===== src/rtl/data_memory_arbiter.sv =====
// Two-requester arbiter for the single-port data memory.
// The processor (requester 0) and the network/DMA interface (requester 1) share the memory.
// Arbitration is round-robin with a bounded burst length.
// At most one transaction is issued per cycle, and read data returns with a registered valid strobe.
module data_memory_arbiter #(
    parameter int unsigned ADDR_WIDTH = 16,
    parameter int unsigned DATA_WIDTH = 16,
    parameter int unsigned MAX_BURST  = 4
) (
    input  logic                  clk,
    input  logic                  rst,
    // requester 0 (processor)
    input  logic                  req_0,
    input  logic                  we_0,
    input  logic [ADDR_WIDTH-1:0] addr_0,
    input  logic [DATA_WIDTH-1:0] wdata_0,
    output logic                  gnt_0,
    output logic                  rvalid_0,
    output logic [DATA_WIDTH-1:0] rdata_0,
    // requester 1 (network / DMA)
    input  logic                  req_1,
    input  logic                  we_1,
    input  logic [ADDR_WIDTH-1:0] addr_1,
    input  logic [DATA_WIDTH-1:0] wdata_1,
    output logic                  gnt_1,
    output logic                  rvalid_1,
    output logic [DATA_WIDTH-1:0] rdata_1,
    // data memory
    output logic [ADDR_WIDTH-1:0] address_rw,
    output logic [DATA_WIDTH-1:0] data_in,
    output logic                  memory_write_enable,
    input  logic [DATA_WIDTH-1:0] data_out
);

    localparam int unsigned CNT_WIDTH = 4;
    localparam logic [CNT_WIDTH-1:0] BURST_LIMIT = CNT_WIDTH'(MAX_BURST);

    logic                 last_q, last_d;
    logic [CNT_WIDTH-1:0] cnt_q, cnt_d;
    logic                 pend_0_q, pend_0_d;
    logic                 pend_1_q, pend_1_d;
    logic                 win_1_c;
    logic                 gnt_any_c;

    // Contention winner: after an idle cycle or at the burst limit the owner switches.
    // Otherwise the current burst continues.
    always_comb begin
        win_1_c = last_q;
        if ((cnt_q == '0) || (cnt_q >= BURST_LIMIT)) begin
            win_1_c = ~last_q;
        end
    end

    // Grant decode; nothing is granted while reset is asserted.
    always_comb begin
        gnt_0 = 1'b0;
        gnt_1 = 1'b0;
        if (!rst) begin
            if (req_0 && req_1) begin
                gnt_0 = ~win_1_c;
                gnt_1 = win_1_c;
            end else begin
                gnt_0 = req_0;
                gnt_1 = req_1;
            end
        end
    end

    assign gnt_any_c = gnt_0 | gnt_1;

    // Memory port mux: the granted requester drives the memory, otherwise all zero.
    always_comb begin
        address_rw          = '0;
        data_in             = '0;
        memory_write_enable = 1'b0;
        if (gnt_0) begin
            address_rw          = addr_0;
            data_in             = wdata_0;
            memory_write_enable = we_0;
        end else if (gnt_1) begin
            address_rw          = addr_1;
            data_in             = wdata_1;
            memory_write_enable = we_1;
        end
    end

    // Next state: burst owner/count bookkeeping and read-in-flight flags.
    always_comb begin
        last_d   = last_q;
        cnt_d    = cnt_q;
        pend_0_d = gnt_0 & ~we_0;
        pend_1_d = gnt_1 & ~we_1;
        if (gnt_any_c) begin
            if (gnt_1 == last_q) begin
                if (cnt_q < BURST_LIMIT) begin
                    cnt_d = cnt_q + CNT_WIDTH'(1);
                end
            end else begin
                cnt_d  = CNT_WIDTH'(1);
                last_d = gnt_1;
            end
        end else begin
            cnt_d = '0;
        end
    end

    // State registers; reset makes requester 0 win the first contention and drops reads in flight.
    always_ff @(posedge clk or posedge rst) begin
        if (rst) begin
            last_q   <= 1'b1;
            cnt_q    <= '0;
            pend_0_q <= 1'b0;
            pend_1_q <= 1'b0;
        end else begin
            last_q   <= last_d;
            cnt_q    <= cnt_d;
            pend_0_q <= pend_0_d;
            pend_1_q <= pend_1_d;
        end
    end

    // Read return: the valid strobe is the registered pending flag, and the data is gated by it.
    assign rvalid_0 = pend_0_q;
    assign rvalid_1 = pend_1_q;
    assign rdata_0  = pend_0_q ? data_out : '0;
    assign rdata_1  = pend_1_q ? data_out : '0;

endmodule


===== config.mk =====
export PLATFORM = sky130hd
export DESIGN_NAME = data_memory_arbiter
export DESIGN_NICKNAME = d
export VERILOG_FILES = /design/src/rtl/data_memory_arbiter.sv
export SDC_FILE = /design/constraint.sdc
export NUM_CORES = 1
export LEC_CHECK = 0
export ABC_AREA = 1
export CORE_ASPECT_RATIO = 2
export CORE_UTILIZATION = 24
export DETAILED_ROUTE_END_ITERATION = 8
export MAX_ROUTING_LAYER = met4
export PLACE_DENSITY = 0.8
export SYNTH_ARGS = -nofsm -noshare
export SYNTH_HDL_FRONTEND = slang
export SYNTH_SLANG_ARGS = --single-unit

===== constraint.sdc =====
create_clock -name clk -period 1.89 [get_ports clk]
set_input_delay 0.378 -clock clk [delete_from_list [all_inputs] [get_ports clk]]
set_output_delay 0.378 -clock clk [all_outputs]
set_load 0.05 [all_outputs]

== Yosys cells after proc, flatten, opt, wreduce, memory -nomap -nowiden ==
Cells that the tools add are included.
W data, S select, Z words.

* Add/sub/neg operators: 1
* $lt $le $gt $ge: 2
* Equal/unequal tests: 2
* Muxes and demuxes: 16
* Bitwise logic cells: 8
* Reduce and logical (&&, ||, !) cells: 4

{| class="wikitable"
|+ Operator list
! operator !! number
|-
| $mux W16 || 6
|-
| $mux W4 || 3
|-
| $mux W1 || 7
|-
| $not A1 Y1 || 5
|-
| $add A4 B1 Y4 const B || 1
|-
| $ge A4 B3 Y1 const B || 1
|-
| $logic_not A4 Y1 || 1
|-
| $lt A4 B3 Y1 const B || 1
|-
| $ne A3 B2 Y1 const B || 1
|-
| $and A1 B1 Y1 || 2
|-
| $reduce_and A2 Y1 || 1
|-
| $eq A1 B1 Y1 || 1
|-
| $logic_and A1 B1 Y1 || 1
|-
| $logic_or A1 B1 Y1 || 1
|-
| $or A1 B1 Y1 || 1
|}

* Bits in registers: 7
* Input port bits: 86

== Logic depth before layout (Yosys ltp) ==
Gate-level depths: netlist of the first run.

* Depth after elaboration: 8
* Depth in mapped cells: 12
* Gate-level depth less buffers: 12

== Worst setup path after synthesis of the first run ==
Ideal clock, no wire load.

* Path type: register -> output
* From: reg cnt_q[0]
* To: out memory_write_enable
* Arrival: 2022 ps
* Required time: 1512 ps
* Path slack: -510 ps
* Cell stages (with the launch flop): 11
* Path buffers: 1
* Cells stage by stage: dfrtp_1 > inv_1 > ha_1 > inv_1 > nand3_2 > nand3_2 > nand2_4 > inv_4 > buf_6 > nand2_1 > a21oi_1

* Word-level cells in the longest chain between the ends: 7
* Elaborated cells on any way between the ends: 11
* Classes of those cells: order compare: 1; mux: 7; bitwise: 1; reduce/logical: 2

{| class="wikitable"
|+ Ends and longest elaborated chain
! element !! line !! text
|-
| start, declared || 39 || <nowiki>logic [CNT_WIDTH-1:0] cnt_q, cnt_d;</nowiki>
|-
| start signal, assigned || 116 || <nowiki>cnt_q <= cnt_d;</nowiki>
|-
| $ge A4 B3 Y1 / $logic_not A4 Y1 (equally long branches) || 49 || <nowiki>if ((cnt_q == '0) || (cnt_q >= BURST_LIMIT)) begin</nowiki>
|-
| $logic_or A1 B1 Y1 (*) || 49 ||
|-
| $mux W1 (*) || 49 ||
|-
| $mux W1 (*) || 59 || <nowiki>if (req_0 && req_1) begin</nowiki>
|-
| $mux W1 (*) || 58 || <nowiki>if (!rst) begin</nowiki>
|-
| via gnt_1 || 25 || <nowiki>output logic gnt_1,</nowiki>
|-
| $mux W1 (*) || 80 || <nowiki>end else if (gnt_1) begin</nowiki>
|-
| $mux W1 (*) || 76 || <nowiki>if (gnt_0) begin</nowiki>
|-
| end, declared || 31 || <nowiki>output logic memory_write_enable,</nowiki>
|}

Mark *: on every way through the listed nets, which the timed path passes. The rest lies on a longest branch.

== Final worst setup path of the first run ==
* From: reg cnt_q[1]
* To: out address_rw[4]

* Word-level cells in the longest chain between the ends: 7
* Elaborated cells on any way between the ends: 11
* Classes of those cells: order compare: 1; mux: 7; bitwise: 1; reduce/logical: 2

{| class="wikitable"
|+ Ends and longest elaborated chain
! element !! line !! text
|-
| $ge A4 B3 Y1 / $logic_not A4 Y1 (equally long branches) || 49 ||
|-
| $logic_or A1 B1 Y1 (*) || 49 ||
|-
| $mux W1 (*) || 49 ||
|-
| $mux W1 / $not A1 Y1 (equally long branches) || 59, 60 ||
|-
| $mux W1, on equally long branches || 58, 59 ||
|-
| $mux W16 / $mux W1 (equally long branches) || 80, 58 ||
|-
| $mux W16 (*) || 76 ||
|-
| end, declared || 29 || <nowiki>output logic [ADDR_WIDTH-1:0] address_rw,</nowiki>
|}

Every way passes the cells marked *; elsewhere a longest branch is shown, timed or not.

==> results of run 1 <==
registers in the layout, indices dropped and copies added, names as in the netlist:
| signal | cells |
|---|---|
| cnt_q | 4 |
| rvalid_0 | 1 |
| rvalid_1 | 1 |
| last_q | 1 |
cell usage after synthesis:
library cell / count
buf_6: 6
dfrtp_1: 6
a21oi_1: 4
a22o_1: 29
nand4_1: 1
nand2_1: 38
clkbuf_1: 4
inv_1: 42
o21ai_0: 1
nor2_4: 1
o211ai_1: 1
nand3_1: 2
nand2_2: 3
ha_1: 2
nand3_2: 3
a22o_2: 3
dfstp_2: 1
nor2_1: 9
nand2_4: 2
inv_4: 2
cell families after synthesis:
logic type | count (synthesis) | synth area share (%)
compound gates | 38 | 30.26
fa+ha+maj | 2 | 2.392
buf+inv | 54 | 24.16
simple gates | 59 | 26.32
flops | 7 | 16.87
area by class of cell:
| cell class | instances | area share, % |
|---|---|---|
| Timing Repair Buffer | 179 | 64.65 |
| Multi-Input combinational cell | 99 | 23.43 |
| Inverter | 44 | 4.616 |
| Sequential cell | 7 | 4.521 |
| Tap cell | 52 | 1.644 |
| Clock buffer | 4 | 1.138 |
worst reg2reg max path, stage by stage, from the launching register on:
cell      delay (ps)
dfrtp_1          430
inv_2             90
ha_4             170
inv_4             70
nand2_4           70
buf_4            140
o211ai_1         390
nand3_2          200
nor2_1           200
nand2_1           80
nand2_1          100
routing by layer:
| metal | up-vias | global-route usage, % |
|---|---|---|
| met5 | - | - |
| met4 | 0 | 22.55 |
| met3 | 96 | 12.12 |
| met2 | 223 | 75.35 |
| met1 | 1063 | 34.97 |
| li1 | 859 | - |
where the power goes:
| part | internal [mW] | switching, mW |
|---|---|---|
| logic | 0.674 | 0.646 |
| registers | 0.161 | 0.0187 |
| clock network | 0.147 | 0.0717 |
| total | 0.982 | 0.737 |
path summary, 6_finish.rpt:
path	from	to	slack (ps)	cells past startpoint
setup / recovery	cnt_q[1]	address_rw[4]	-490	11
hold / removal	cnt_q[3]	cnt_q[3]	590	2
setup reg to reg	cnt_q[1]	cnt_q[0]	-110	10
hold reg to reg	cnt_q[3]	cnt_q[3]	590	2
max in group asynchronous	rst	last_q	920	3
min in group asynchronous	rst	cnt_q[0]	690	3
repair_timing:
item / CTS / global route
gates resized for setup: 37 / 11
cloned: 2 / 3
buffers inserted: 3 / 2
endpoints found under the setup margin: 35 / 35
hold buffers: 0 / 0
pin swaps: 2 / 5
==> impl_metrics.csv, run 1 <==
group,metric,value,unit
status,status,"finished with violations",
status,failed_checks,"setup timing",
timing,clock-skew-final,11.53,ps
logic_synthesis,ys_seq_elements,7,
logic_synthesis,netlist_area,1046,sq um
route,drtIter0Drc,124,
timing,min_period,2383,ps
logic_synthesis,synthesis.instances,160,
clock_network,cts_buffer_depth,2,
place,dpl_worst_slack,-327.1,ps
setup_path,cp-start-kind,"register",
place,dp.final_hpwl,5.868,mm
place,placed_area,3506,sq um
finish,layout_common_cells,"83 x clkdlybuf4s50_1, 72 x buf_12, 39 x inv_1",
setup_path,cpMostUsedCell,"nand2_4",
clock_network,cts.sinks,7,
global_routing,track_usage,40.25,%
floorplanning,pin_count,155,
timing,setup_viol,36,
setup_path,worstPathRequired,1510,ps
route,dr.pass1.iters,4,
route,wl_per_cell,29.11,um
logic_synthesis,synthTopCellsByArea,"a22o_1 24%, inv_1 15%, dfrtp_1 14%",
finish,layoutNonFillerInstCount,385,
route,via_per_inst,5.821,
finish,area_delta_synth_final,278.3,%
hold_path,hold_class,"reg -> reg",
logic_synthesis,avgSynthCellArea,6.538,sq um
route,drt-total-wl,11.21,mm
clock_network,root_buffer,"clkbuf_8",
setup_path,crit_chain,"inv_2 > ha_4 > inv_4 > nand2_4 > nand2_4 > nand3_2 > nand2_4 > inv_8 > clkbuf_16 > a22o_4 > buf_12",
timing,period_share,126.1,%
logic_synthesis,syn_nets,248,
place,portBuffers,154,
route,num_vias,2241,
timing,worst_pin_slew,458.9,ps
finish,finalInstanceArea,3958,sq um
setup_path,cp.arrival,2000,ps
timing,slew_viol_final,0,
finish,multi_input_area,927.1,sq um
place,dp_cells,371,
pwr,power_leakage,1.968,nW
timing,final_hold_viol_count,0,
run,maxCapViolCount,0,
logic_synthesis,synth.distinct_cells,20,
route,met3WireLength,1.080,mm
logic_synthesis,yosysSeqAreaShare,16.87,%
route,drt.antenna.violating_nets,0,
logic_synthesis,synth_area_leader_cell,"a22o_1",
route,routed.top_layer,"met4",
clock_network,htreeDepth,1,
pwr,peakVddDrop,0.6148,mV
finish,seq_area,178.9,sq um
pwr,powerDensity,434.3,nW/um^2
clock_network,clkLatencyLatePin,240,ps
clock_network,path_clk_slew,50,ps
route,met2_length,5.673,mm
finish,fillers,92,
floorplanning,die_w,48.68,um
timing,fmax,419.7,MHz
setup_path,cp_max_fo,7,
finish,num-nets-final,422,
route,wl_met1,3.392,mm
route,drc_errors,0,
floorplanning,dieArea,4642,sq um
pwr,p_total,1.719,mW
timing,fin_ws,-492.7,ps
floorplanning,core_area,4129,sq um
setup_path,cp_top_family,"buffers and inverters",
timing,whs,594.5,ps
global_routing,grt-ovfl-total,0,
setup_path,critPathCaptureType,"primary output",
finish,n_antenna_cell,0,
floorplanning,start_util,25.33,%
logic_synthesis,ys.warnings.count,0,
global_routing,grt_max_degree,18,
floorplanning,fp-row-count,33,
finish,final_common_cell,"clkdlybuf4s50_1",
global_routing,antenna_found_initial,0,
logic_synthesis,yosysTopAreaCellShare,24.28,%
timing,fin_setup_tns,-16040,ps
place,gp_congestion,0.8407,
setup_path,path_buf_inv,5,
timing,slew_headroom,69.27,%
clock_network,cts_buffers,3,
setup_path,slowest_stage,"dfrtp_1",
setup_path,crit_type,"reg -> out",
timing,grt_setup_unrepaired,"true",
global_routing,grt_pass1_wl,13.10,mm
setup_path,crit_path_max_incr_delay,430,ps
floorplanning,die_h,95.36,um
clock_network,cts_tree,"built",
global_routing,grt_pass1_vias,2226,
finish,drive_above_1_share,45.65,%
finish,finish.utilization,95.85,%
Note: power is estimated with default switching activity, not from simulation.
==> inputs of run 2 (changes only) <==
--- a/config.mk
+++ b/config.mk
@@ -8,9 +8,11 @@
 export ABC_AREA = 1
 export CORE_ASPECT_RATIO = 2
 export CORE_UTILIZATION = 24
+export CTS_BUF_LIST = sky130_fd_sc_hd__clkbuf_8
 export DETAILED_ROUTE_END_ITERATION = 8
 export MAX_ROUTING_LAYER = met4
 export PLACE_DENSITY = 0.8
+export SLEW_MARGIN = 15
 export SYNTH_ARGS = -nofsm -noshare
 export SYNTH_HDL_FRONTEND = slang
 export SYNTH_SLANG_ARGS = --single-unit
==> impl_metrics.csv, run 2 (synthesized netlist as in run 1, its figures left out) <==
group,metric,value,unit
status,status,"finished with violations",
status,failed_checks,"setup timing",
timing,final_hold_viol_count,0,
finish,regMostFlops,"cnt_q",
setup_path,cp.arrival,2010,ps
place,dp.final_hpwl,5.868,mm
setup_path,cp_max_fo,7,
setup_path,r2r_end,"cnt_q[0]",
finish,n_antenna_cell,0,
pwr,p_seq_share,10.5,%
pwr,p_int,0.9767,mW
global_routing,met3_usage,12.12,%
timing,whs,594.5,ps
pwr,power_switching,0.7371,mW
route,drt.antenna.violating_nets,0,
floorplanning,die_h,95.36,um
place,portBuffers,154,
timing,grt_setup_unrepaired,"true",
setup_path,r2r-start,"cnt_q[1]",
global_routing,grt-ovfl-total,0,
floorplanning,core_area,4129,sq um
clock_network,cts_tree,"built",
global_routing,grt_max_degree,18,
setup_path,reg2regPathDepth,10,
setup_path,crit_chain,"inv_2 > ha_4 > inv_4 > nand2_4 > nand2_4 > nand3_2 > nand2_4 > inv_8 > clkbuf_16 > a22o_4 > buf_12",
clock_network,path_clk_slew,50,ps
global_routing,grt_pass1_wl,13.10,mm
route,drc_errors,0,
timing,fin_ws,-495.2,ps
timing,min_period,2385,ps
clock_network,clkLatencyLatePin,240,ps
clock_network,cts_buffers,3,
route,num_vias,2238,
timing,setup_viol,36,
route,drt-total-wl,11.21,mm
clock_network,cts_hold_buf,0,
finish,num-nets-final,422,
global_routing,track_usage,40.25,%
finish,final_common_cell,"clkdlybuf4s50_1",
finish,largest_reg_flops,4,
floorplanning,fp-row-count,33,
place,dpl_worst_slack,-327.1,ps
setup_path,slowest_stage,"dfrtp_1",
timing,slew_viol_final,0,
pwr,powerDensity,433.0,nW/um^2
global_routing,grt_pass1_vias,2226,
timing,worst_pin_slew,458.9,ps
global_routing,antenna_found_initial,0,
floorplanning,start_util,25.33,%
timing,clock-skew-final,11.85,ps
route,wl_per_cell,29.11,um
setup_path,crit_path_max_incr_delay,430,ps
place,gp_congestion,0.8407,
finish,layout_common_cells,"83 x clkdlybuf4s50_1, 72 x buf_12, 40 x inv_1",
floorplanning,pin_count,155,
route,via_per_inst,5.813,
setup_path,crit_start,"cnt_q[1]",
setup_path,worstPathRequired,1510,ps
pwr,p_comb_share,77.1,%
setup_path,cp_top_family,"buffers and inverters",
timing,fmax,419.3,MHz
pwr,power_switching_share,43.01,%
global_routing,grtUsageMet1,34.97,%
floorplanning,die_w,48.68,um
run,maxCapViolCount,0,
global_routing,grt_use_met2,75.35,%
setup_path,crit_type,"reg -> out",
finish,area_delta_synth_final,278.3,%
clock_network,root_buffer,"clkbuf_8",
setup_path,crit_path_end,"address_rw[4]",
timing,slew_headroom,69.27,%
setup_path,cpMostUsedCell,"nand2_4",
pwr,power_frac_clock,12.4,%
timing,period_share,126.2,%
setup_path,cp-start-kind,"register",
clock_network,cts.sinks,7,
clock_network,cts_buffer_depth,2,
setup_path,path_buf_inv,5,
timing,fin_setup_tns,-16120,ps
route,dr.pass1.iters,4,
finish,fillers,92,
clock_network,htreeDepth,1,
setup_path,critPathCaptureType,"primary output",
pwr,power_leakage,1.972,nW
global_routing,busiest_layer,"met2",
setup_path,path_depth,11,
route,drtIter0Drc,124,
setup_path,regToRegSetupSlack,-120,ps
finish,drive_above_1_share,45.65,%
hold_path,hold_class,"reg -> reg",
floorplanning,dieArea,4642,sq um
pwr,peakVddDrop,0.6166,mV
run 2: worst min path at each step:
stage	startpoint	end	slack, ps	cells after the start
final	cnt_q[3]	cnt_q[3]	590	2
after global routing	cnt_q[3]	cnt_q[3]	620	2
after CTS	last_q	last_q	600	2
after detailed placement	cnt_q[3]	cnt_q[3]	550	2
after global placement	cnt_q[3]	cnt_q[3]	550	2
after floorplan	rst	cnt_q[0]	180	1
run 2: layout make-up:
| class | instances | area [sq um] | share of cell area, % |
|---|---|---|---|
| repair buffers | 179 | 2559 | 64.65 |
| multi-input cells | 99 | 927.1 | 23.43 |
| inverters | 44 | 182.7 | 4.616 |
| flip-flops and latches | 7 | 178.9 | 4.521 |
| well taps | 52 | 65.06 | 1.644 |
| clock buffers | 3 | 41.29 | 1.043 |
| clock inverters | 1 | 3.754 | 0.09485 |
run 2: through the flow:
stage / cell area (sq um) / total power [mW] / utilization [%] / instances
2_1_floorplan: 1150 / 0.6635 / - / 160
3_3_place_gp: 3506 / 1.267 / 84.91 / 371
3_5_place_dp: 3506 / 1.292 / 84.91 / 371
4_1_cts: 3809 / 1.591 / 92.24 / 380
5_1_grt: 3958 / 1.740 / 95.85 / 385
6_report: 3958 / 1.714 / 95.85 / 385
run 2: worst register-to-register path, delay by kind of cell, from the launching register on:
family,cells,cell delay [ps]
AO/OA/AOI/OAI,1,390
AND/OR/NAND/NOR,5,650
flip-flops,1,430
adder cells (fa/ha/maj),1,170
buffers and inverters,3,300
run 2: per-layer routing:
metal	routed length, um	part of all wire (%)
met4	1064	9.5
met3	1076	9.6
met2	5669	51
met5	0	0
met1	3397	30
run 2: repair_timing:
action / CTS / global route
gates cloned: 2 / 3
endpoints found under the setup margin: 35 / 35
pin swaps: 2 / 5
endpoints found under the hold margin: 0 / 0
resized for setup: 37 / 11
setup buffers: 3 / 2
run 2: power groups by stage:
stage / Clock [mW] / Combinational [mW] / Sequential, mW
global route: 0.218 / 1.34 / 0.181
CTS: 0.211 / 1.20 / 0.177
detailed placement: 0 / 1.11 / 0.178
finish: 0.213 / 1.32 / 0.180
global placement: 0 / 1.09 / 0.177
floorplan: 0 / 0.488 / 0.175
